[src/rtl/pkt_arbiter.sv]
// Packet scheduler: grants whole packets from N requesters onto one sop/vld/eop/len bus.
// Define PKT_ARB_RR_EN for round-robin arbitration; otherwise the lowest eligible index wins.
module pkt_arbiter #(
   parameter int unsigned N   = 4,
   parameter int unsigned GAP = 1
) (
   input  logic                 clk,
   input  logic                 rst_n,
   input  logic [N-1:0]         req,
   input  logic [4*N-1:0]       req_len,
   output logic [N-1:0]         gnt,
   output logic                 sop,
   output logic                 vld,
   output logic                 eop,
   output logic [3:0]           len,
   output logic [$clog2(N)-1:0] sel,
   output logic                 busy,
   output logic                 err_zero
);

   localparam int unsigned SW = $clog2(N);
   localparam int unsigned LW = 4;
   localparam int unsigned GW = 2;

   typedef enum logic [1:0] {ST_IDLE, ST_XFER, ST_GAP} state_t;

   state_t          state_q, state_d;
   logic [LW-1:0]   cnt_q, cnt_d;
   logic [GW-1:0]   gap_q, gap_d;
`ifdef PKT_ARB_RR_EN
   logic [SW-1:0]   ptr_q, ptr_d;
`endif
   logic [N-1:0]    gnt_q, gnt_d;
   logic            sop_q, sop_d;
   logic            vld_q, vld_d;
   logic            eop_q, eop_d;
   logic [LW-1:0]   len_q, len_d;
   logic [SW-1:0]   sel_q, sel_d;
   logic            busy_q, busy_d;
   logic            err_zero_q, err_zero_d;

   logic [LW-1:0]   lens [N];
   logic [N-1:0]    elig;
   logic [N-1:0]    zero;
   logic [SW-1:0]   cand;
   logic            win_vld;
   logic [SW-1:0]   win_idx;
   logic [LW-1:0]   win_len;
   logic            arb;

   // Split the length bus and classify each request.
   always_comb begin
      for (int unsigned i = 0; i < N; i++) begin
         lens[i] = req_len[LW*i +: LW];
         elig[i] = req[i] && (lens[i] != '0);
         zero[i] = req[i] && (lens[i] == '0);
      end
   end

   // Winner search; round-robin starts at the pointer, fixed priority at index 0.
   always_comb begin
      win_vld = 1'b0;
      win_idx = '0;
      win_len = '0;
      cand    = '0;
      for (int unsigned k = 0; k < N; k++) begin
`ifdef PKT_ARB_RR_EN
         cand = SW'((32'(ptr_q) + k) % N);
`else
         cand = SW'(k);
`endif
         if (!win_vld && elig[cand]) begin
            win_vld = 1'b1;
            win_idx = cand;
            win_len = lens[cand];
         end
      end
   end

   // Next state and registered outputs.
   always_comb begin
      state_d    = state_q;
      cnt_d      = cnt_q;
      gap_d      = gap_q;
`ifdef PKT_ARB_RR_EN
      ptr_d      = ptr_q;
`endif
      gnt_d      = '0;
      sop_d      = 1'b0;
      vld_d      = 1'b0;
      eop_d      = 1'b0;
      len_d      = '0;
      sel_d      = '0;
      busy_d     = 1'b0;
      err_zero_d = 1'b0;
      arb        = 1'b0;

      case (state_q)
         ST_IDLE: arb = 1'b1;
         ST_XFER: begin
            if (cnt_q > LW'(1)) begin
               cnt_d  = cnt_q - LW'(1);
               vld_d  = 1'b1;
               eop_d  = (cnt_q == LW'(2));
               len_d  = len_q;
               sel_d  = sel_q;
               busy_d = 1'b1;
            end else if (GAP != 0) begin
               state_d = ST_GAP;
               gap_d   = GW'(GAP);
               busy_d  = 1'b1;
            end else begin
               arb = 1'b1;
            end
         end
         ST_GAP: begin
            if (gap_q > GW'(1)) begin
               gap_d  = gap_q - GW'(1);
               busy_d = 1'b1;
            end else begin
               arb = 1'b1;
            end
         end
         default: state_d = ST_IDLE;
      endcase

      // Arbitration edge: the winner's first beat appears right after it.
      if (arb) begin
         err_zero_d = |zero;
         if (win_vld) begin
            state_d = ST_XFER;
            cnt_d   = win_len;
            gnt_d   = N'(1) << win_idx;
            sop_d   = 1'b1;
            vld_d   = 1'b1;
            eop_d   = (win_len == LW'(1));
            len_d   = win_len;
            sel_d   = win_idx;
            busy_d  = 1'b1;
`ifdef PKT_ARB_RR_EN
            ptr_d   = (win_idx == SW'(N - 1)) ? '0 : win_idx + SW'(1);
`endif
         end else begin
            state_d = ST_IDLE;
         end
      end
   end

   always_ff @(posedge clk) begin
      if (!rst_n) begin
         state_q    <= ST_IDLE;
         cnt_q      <= '0;
         gap_q      <= '0;
`ifdef PKT_ARB_RR_EN
         ptr_q      <= '0;
`endif
         gnt_q      <= '0;
         sop_q      <= 1'b0;
         vld_q      <= 1'b0;
         eop_q      <= 1'b0;
         len_q      <= '0;
         sel_q      <= '0;
         busy_q     <= 1'b0;
         err_zero_q <= 1'b0;
      end else begin
         state_q    <= state_d;
         cnt_q      <= cnt_d;
         gap_q      <= gap_d;
`ifdef PKT_ARB_RR_EN
         ptr_q      <= ptr_d;
`endif
         gnt_q      <= gnt_d;
         sop_q      <= sop_d;
         vld_q      <= vld_d;
         eop_q      <= eop_d;
         len_q      <= len_d;
         sel_q      <= sel_d;
         busy_q     <= busy_d;
         err_zero_q <= err_zero_d;
      end
   end

   assign gnt      = gnt_q;
   assign sop      = sop_q;
   assign vld      = vld_q;
   assign eop      = eop_q;
   assign len      = len_q;
   assign sel      = sel_q;
   assign busy     = busy_q;
   assign err_zero = err_zero_q;

endmodule

[config.mk]
export PLATFORM = sky130hd
export DESIGN_NAME = pkt_arbiter
export DESIGN_NICKNAME = d
export VERILOG_FILES = /design/src/rtl/pkt_arbiter.sv
export SDC_FILE = /design/constraint.sdc
export NUM_CORES = 1
export LEC_CHECK = 0
export CORE_MARGIN = 2
export CORE_UTILIZATION = 40
export CTS_CLUSTER_DIAMETER = 30
export DETAILED_ROUTE_END_ITERATION = 6
export GPL_TIMING_DRIVEN = 1
export PLACE_DENSITY = 0.72
export SYNTH_ARGS = -nofsm -noshare
export SYNTH_HDL_FRONTEND = slang
export SYNTH_SLANG_ARGS = --single-unit
[constraint.sdc]
create_clock -name clk -period 1.8 [get_ports clk]
set_input_delay 0.36 -clock clk [delete_from_list [all_inputs] [get_ports clk]]
set_output_delay 0.36 -clock clk [all_outputs]
set_load 0.03 [all_outputs]
======== Word-level counts from Yosys, hierarchy flattened ========
Index checks and enable logic that the tools add are counted.
cells by class
  add/subtract/negate cells ............... 2
  multipliers ............................. 0
  divide/modulo/power cells ............... 0
  order comparisons ....................... 2
  equal/unequal tests ..................... 8
  shifts and indexed selects .............. 1
  multiplexer cells ....................... 45
  bitwise gates (word level) .............. 0
  reductions and logical operators ........ 30
operator list
  kind                 number
  $mux 4               12
  $mux 2               10
  $mux 1               19
  $logic_not 4->1      4
  $reduce_bool 4->1    4
  $logic_and 1x1->1    11
  $pmux 2 s2           2
  $reduce_and 3->1     2
  $eq 4x1->1 const B   1
  $eq 4x2->1 const B   1
  $gt 4x1->1 const B   1
  $ne 2x2->1 const B   2
  $pmux 1 s2           2
  $reduce_and 2->1     2
  $reduce_or 4->1      1
  $shl 1x2->4 const A  1
  $sub 4x1->4 const B  1
  $logic_not 1->1      3
  $ne 3x3->1 const B   1
  $eq 2x1->1 const B   1
  $eq 2x2->1 const B   1
  $gt 2x1->1 const B   1
  $logic_not 2->1      1
  $ne 2x1->1 const B   1
  other kinds (3)      3
word-level totals
  bits in registers ....................... 23
  latch bits .............................. 0
  bits in writable memories ............... 0
  bits in read-only memories .............. 0
  input bits .............................. 22
  output and inout port bits .............. 15
  logic and storage cells ................. 99
  memories kept ........................... 0

======== Depth between registers and ports, before layout ========
Gate-level depths: netlist of the first run.
  word-level depth ........................ 15
  depth in mapped cells ................... 8
  gate-level depth less buffers ........... 8

======== Worst setup path after synthesis of the first run ========
No wires, ideal clock.
  kind .................................... in2reg
  start point ............................. input port req_len[9]
  end point ............................... register eop_q (netlist: eop)
  setup time .............................. 71 ps
  data arrival time ....................... 1856 ps
  required time ........................... 1729 ps
  path slack .............................. -127 ps
  cell stages on the path ................. 6
  buffers on the path ..................... 0
  cells stage by stage .................... o41ai_4 nor3_2 a221oi_2 o211ai_2 or4_1 a21oi_1
on the way
  cells in the longest elaborated chain, start to end .. 10
  elaborated cells between the ends (all ways) .. 12
  those cells by class .................... eq/ne (1); mux (6); reduce/logical (5)
ends and longest elaborated chain
  element                 line  RTL
  start: declaration      10    input logic [4*N-1:0] req_len,
  $reduce_bool 4->1       55    elig[i] = req[i] && (lens[i] != '0);
  $logic_and 1x1->1       55
  $logic_and 1x1->1       72    if (!win_vld && elig[cand]) begin
  $mux 1                  72
  $logic_not 1->1         72
  $logic_and 1x1->1       72
  $mux 4                  72
  $eq 4x1->1              136   eop_d = (win_len == LW'(1));
  $mux 1 *                130   if (win_vld) begin
  $mux 1 *                128   if (arb) begin
  end signal: assignment  175   eop_q <= eop_d;
  end: declaration        36    logic eop_q, eop_d;
Every way passes the cells marked *; elsewhere a longest branch is shown, timed or not.
A chain may end at the register's enable or synchronous reset.

======== Final worst setup path of the first run ========
  start point ............................. input port req_len[12]
  end point ............................... register eop_q (netlist: eop)
on the way
  cells in the longest elaborated chain, start to end .. 7
  elaborated cells between the ends (all ways) .. 8
  those cells by class .................... eq/ne (1); mux (4); reduce/logical (3)
ends and longest elaborated chain
  element            line
  $reduce_bool 4->1  55
  $logic_and 1x1->1  55
  $logic_and 1x1->1  72
  $mux 4             72
  $eq 4x1->1         136
  $mux 1 *           130
  $mux 1 *           128
Marked as above.

==> results of run 1 <==
-- cell type report --
type | count | area (um2)
clock buffers | 3 | 22.52
multi-input cells | 105 | 923.4
repair buffers | 93 | 779.5
well taps | 44 | 55.05
fillers | 222 | 804.5
inverters | 7 | 26.28
clock inverters | 1 | 5.005
flip-flops and latches | 23 | 461.7
-- registers in the layout, summed over array words and instances, names as in the netlist --
name / cells
sel: 2
busy: 1
gnt: 4
eop: 1
len: 4
err_zero: 1
vld: 1
gap_q: 2
state_q: 2
sop: 1
cnt_q: 4
-- worst reg2reg max path, stage by stage (launching register included) --
cell and delay [ps]:
dfxtp_2 350, inv_1 70, ha_1 170, nand2b_1 150, a21oi_2 90, a31oi_4 170, o211ai_2 120, or4_4 520
a21oi_2 120
-- routing by layer --
metal / up-vias / part of all wire [%] / GRT usage (%)
li1: 719 / - / -
met1: 710 / 37 / 24.55
met2: 34 / 57 / 45.90
met3: 12 / 2.8 / 3.361
met4: 0 / 3.0 / 9.938
met5: - / 0 / 0
-- power breakdown --
group / leakage, nW / switching, mW / internal (mW)
clock network: 0.0177 / 0.167 / 0.0834
registers: 0.190 / 0.0405 / 0.573
logic: 0.770 / 0.422 / 0.404
total: 0.977 / 0.630 / 1.06
-- path summary, 6_finish.rpt --
kind,to,from,slack (ps)
worst max-delay path,eop,req_len[12],-110
worst min-delay path,err_zero,req_len[4],450
worst min register to register,len[0],len[0],480
worst max register to register,eop,gap_q[1],0
-- per-stage QoR --
step                total power [mW]  instances  util (%)  worst slack (ps)
detailed placement             1.332        257     65.28            -767.4
global route                   1.777        276     73.86            -119.3
floorplan                      1.001        138         -            -124.4
finish                         1.690        276     73.86            -111.8
CTS                            1.610        271     70.12            -97.87
global placement               1.303        257     65.28            -685.7
-- cells by family after synthesis --
| logic type | Yosys count | share of synthesized area, % |
|---|---|---|
| AOI/OAI and AO/OA | 51 | 33.01 |
| xor gates and xnor gates | 1 | 0.6700 |
| adders and majority gates | 7 | 6.698 |
| buffers and inverters | 10 | 4.689 |
| DFF | 23 | 35.22 |
| muxes | 1 | 0.7656 |
| and+or+nand+nor | 45 | 18.95 |
-- cell usage in the layout (no fill, tap or decap), types with 3 or more instances in the layout --
cell and instances:
nand3_1 3, o21ai_0 5, buf_4 53, nor3_1 3, dfxtp_1 22, inv_1 6, buf_8 3, ha_1 7
nand2_1 4, clkbuf_4 3, a21oi_2 6, a221oi_2 3, buf_6 6, clkbuf_2 4, nand2b_1 5, buf_2 5
nor4_1 4, clkdlybuf4s50_1 16, nor2_1 10, a21oi_1 11, dlygate4sd2_1 5, nand2_4 3
-- repair_timing --
| item | in CTS | in global routing |
|---|---|---|
| setup buffers | 10 | 5 |
| gates resized for setup | 70 | 41 |
| setup endpoints to repair | 18 | 13 |
| pin swaps | 12 | 18 |
==> results.py, run 1 <==
metrics = {
    "sta": {
        "worstMarginPinSlew_ps": 426.1,
        "hold_ws_ps": 450.1,
        "fin_ws_ps": -111.8,
        "hold_viol_final": 0,
        "rsz0062_at_grt": "yes",
        "setup-tns-final_ps": -157.4,
        "skew_ps": 5.360,
        "slew_viol_final": 0,
        "fmax_ghz": 0.5231,
        "period_needed_ps": 1912,
        "fin_crit_sh_pct": 106.2,
        "slew_headroom_pct": 71.56,
        "final-setup-viol-count": 4,
    },
    "pwr": {
        "ir_drop_mv": 0.3296,
        "p_per_area_mw_per_mm2": 743.5,
        "p_leak_nw": 0.9771,
    },
    "floorplan": {
        "io_pins": 37,
        "die_w_um": 61.18,
        "core.rowCount": 20,
        "die_area_mm2": 0.003742,
        "initial_core_util_pct": 42.48,
        "chipHeight_um": 61.18,
        "core_area_mm2": 0.003078,
    },
    "critical_path": {
        "critPathBufInv": 4,
        "start_kind": "input port",
        "cp_top_family": "buffers and inverters",
        "required_ps": 2070,
        "cp_slowest_cell": "or4_4",
        "cp_common_cell": "buf_4",
        "arrival_ps": 2190,
        "slowest_delay_ps": 520,
        "path_max_fanout": 3,
        "critPathCaptureType": "flip-flop",
        "cp.depth": 10,
        "r2r_cells": 8,
        "cp_cell_sequence": "dlygate4sd2_1 > o41ai_2 > buf_4 > nor4_4 > buf_4 > buf_6 > nand2_2 > o211ai_2 > or4_4 > a21oi_2",
        "worstSetupPathType": "in -> reg",
    },
    "grt": {
        "first_global_vias": 1504,
        "grt.overflow.total": 0,
        "grt_pass1_wl_um": 6575,
        "grt_max_degree": 14,
        "antenna_found_initial": 0,
        "grt_use_total_pct": 23.48,
    },
    "yosys": {
        "syn-num-nets": 167,
        "synth_most_common_cell": "dfxtp_1",
        "synthesis.area_mm2": 0.001308,
        "synth_top_area_share_pct": 35.22,
        "synth_top_cell_by_area": "dfxtp_1",
        "synth-edff-count": 0,
        "syn_inst": 138,
        "synthArstFlopShare_pct": 0,
        "synth.avg_cell_area_um2": 9.475,
        "synth_seq_cells": 23,
        "ys.flop_type": "dfxtp_1",
        "yosys_warnings": 0,
        "synthTopCellsByCount": "23 x dfxtp_1, 17 x a21oi_1, 11 x nor2_1",
        "ys_top_cells_by_area": "dfxtp_1 35%, ha_1 6.7%, a21oi_1 6.5%",
        "yosysUniqueCellTypes": 46,
        "ys_seq_area_share_pct": 35.22,
    },
    "clock_tree": {
        "insertion_delay_ps": 320,
        "tritoncts": "built",
        "clockBufferDepth": 2,
        "htreeDepth": 1,
        "cts_sinks": 23,
        "cts_made_buffers": 3,
        "ctsHoldBuffers": 0,
        "cts.root.buffer_cell": "clkbuf_4",
        "cts.clk_slew.worst_paths_ps": 130,
    },
    "hold_path": {
        "hold_class": "in -> reg",
        "min_path_cells": 4,
    },
    "drt": {
        "wl_per_cell_um": 15.93,
        "wl_um": 4397,
        "drc": 0,
        "drt_first_iter_violations": 29,
        "antenna_left": 0,
        "vias_per_cell": 5.344,
        "dr_total_vias": 1475,
        "first_pass_iters": 4,
    },
    "cells_and_area": {
        "syn2layout_area_growth_pct": 73.88,
        "drive_above_1_share_pct": 48.71,
        "diodes": 0,
        "final_area_mm2": 0.002273,
        "final_nets": 262,
    },
    "place": {
        "dpl.hpwl_um": 2988,
        "io_buffers": 36,
        "gp_congestion": 0.8984,
        "place_area_mm2": 0.002009,
    },
    "run_status": {
        "failed_checks": "negative setup slack",
        "outcome": "finished with violations",
    },
    "run": {
        "cap_violations": 0,
    },
}
Power figures use the tool's default switching activity.
==> inputs of run 2 (changes only) <==
Clock period 1.8 ns to 1.7 ns, I/O delays scaled along.
==> run 2 against run 1 <==
Compared with the run above:
- sequential power is 6.0% higher
- clock-buffer cell count up 1
- critical path type unchanged
- design area up 4.6%
- first-iteration DRC count up 90%
- power increased by 5.7%
- sequential share of layout area down 0.84 points
- sequential cell count did not move
- final cell count up 3.6%
- register-to-register slack worse by 70 ps
- the flow still finishes with violations (negative setup slack)
- highest routed layer unchanged
==> results.py, run 2 (same netlist as run 1, synthesis figures left out) <==
metrics = {
    "critical_path": {
        "r2r_slack_ps": -70,
        "r2r-end": "eop",
        "start_kind": "input port",
        "r2r_cells": 8,
        "worstSetupPathType": "in -> reg",
        "path_max_fanout": 4,
        "required_ps": 1940,
        "arrival_ps": 2100,
        "worstSetupEndpoint": "eop",
        "critPathCaptureType": "flip-flop",
        "startpoint": "req_len[6]",
        "reg2reg_from": "gap_q[1]",
    },
    "drt": {
        "antenna_left": 0,
        "wl_met2_um": 2453,
        "drt-met1-wl_um": 1626,
        "first_pass_iters": 4,
        "dr_total_vias": 1531,
        "vias_per_cell": 5.353,
        "drc": 0,
        "routed.top_layer": "met4",
        "drt_first_iter_violations": 55,
        "wl_per_cell_um": 14.98,
        "wl_um": 4284,
        "wl_met3_um": 150,
    },
    "clock_tree": {
        "cts.root.buffer_cell": "clkbuf_4",
        "htreeDepth": 1,
        "tritoncts": "built",
        "ctsHoldBuffers": 0,
        "cts_made_buffers": 3,
        "cts_sinks": 23,
        "insertion_delay_ps": 300,
        "clockBufferDepth": 2,
        "cts.clk_slew.worst_paths_ps": 110,
    },
    "cells_and_area": {
        "final_cells": 286,
        "final_nets": 272,
        "layout_commonest_cell": "buf_4",
        "syn2layout_area_growth_pct": 81.91,
        "mostFrequentLayoutCells": "60 x buf_4, 21 x dfxtp_1, 12 x a21oi_1",
        "nFillCells": 217,
        "diodes": 0,
        "drive_above_1_share_pct": 50.83,
    },
    "sta": {
        "period_needed_ps": 1856,
        "slew_headroom_pct": 72.13,
        "fin_ws_ps": -156.0,
        "skew_ps": 10.67,
        "final-setup-viol-count": 4,
        "fmax_ghz": 0.5388,
        "hold_viol_final": 0,
        "fin_crit_sh_pct": 109.2,
        "slew_viol_final": 0,
        "worstMarginPinSlew_ps": 414.2,
        "rsz0062_at_grt": "yes",
    },
    "floorplan": {
        "core_area_mm2": 0.003078,
        "io_pins": 37,
        "chipHeight_um": 61.18,
        "die_area_mm2": 0.003742,
        "die_w_um": 61.18,
        "initial_core_util_pct": 42.48,
        "core.rowCount": 20,
    },
    "place": {
        "place_inst": 264,
        "dpl.hpwl_um": 3154,
        "gp_congestion": 0.8685,
        "io_buffers": 36,
    },
    "run": {
        "cap_violations": 0,
    },
    "pwr": {
        "ir_drop_mv": 0.2895,
        "p_leak_nw": 1.129,
        "p_per_area_mw_per_mm2": 751.4,
        "total_power_mw": 1.787,
    },
    "grt": {
        "grt_use_total_pct": 22.98,
        "antenna_found_initial": 0,
        "grt_pass1_wl_um": 6348,
        "grt.overflow.total": 0,
        "first_global_vias": 1475,
        "grt_max_degree": 13,
    },
    "hold_path": {
        "hold_class": "reg -> reg",
    },
    "run_status": {
        "outcome": "finished with violations",
        "failed_checks": "negative setup slack",
    },
}
==> run 2: worst min path at each step <==
stage	startpoint	end	slack, ps	cells past startpoint
after floorplan	gap_q[0]	gap_q[0]	460	1
after global placement	len[2]	len[2]	460	2
after detailed placement	len[0]	len[0]	460	2
after CTS	len[0]	len[0]	480	2
after global routing	req_len[0]	gnt[1]	470	4
final	len[0]	len[0]	480	2
==> run 2: routing by layer <==
metal,global-route usage [%],up-vias
met5,0,-
met4,9.627,0
met3,1.681,4
met2,45.59,45
met1,24.48,741
li1,-,741
==> run 2: stage by stage <==
step	TNS [ps]	hold WS (ps)	setup slack [ps]	util (%)	instance area, um2
2_1_floorplan	-204.4	455.4	-204.4	-	1321
3_3_place_gp	-10610	459.2	-764.6	67.24	2069
3_5_place_dp	-11220	463.3	-836.6	67.24	2069
4_1_cts	-244.3	479.7	-180.4	73.25	2255
5_1_grt	-260.7	466.4	-191.4	77.28	2379
6_report	-167.1	475.5	-156.0	77.28	2379
==> run 2: worst max-delay path, stage by stage <==
cell and delay, ps:
buf_8 100, o41a_4 520, nor3_4 280, a221oi_2 70
a2bb2oi_2 140, or4_4 520, a21oi_2 120
==> run 2: layout make-up <==
type / instances / area (um2) / area share [%]
Clock buffer: 4 / 26.28 / 1.105
Inverter: 7 / 26.28 / 1.105
Multi-Input combinational cell: 106 / 935.9 / 39.35
Sequential cell: 23 / 462.9 / 19.46
Tap cell: 44 / 55.05 / 2.315
Timing Repair Buffer: 102 / 872.1 / 36.66
==> run 2: where the power goes <==
| part | total (mW) | switching, mW | internal (mW) |
|---|---|---|---|
| Combinational | 0.891 | 0.449 | 0.442 |
| Clock | 0.245 | 0.153 | 0.0913 |
| Sequential | 0.651 | 0.0423 | 0.609 |
| Total | 1.79 | 0.645 | 1.14 |
==> run 2: timing repair <==
item | 4_1_cts | 5_1_grt
resized for setup | 78 | 39
cloned | 0 | 1
endpoints found under the hold margin | 0 | 0
setup endpoints to repair | 19 | 19
setup buffers | 13 | 4
pin swaps | 18 | 13
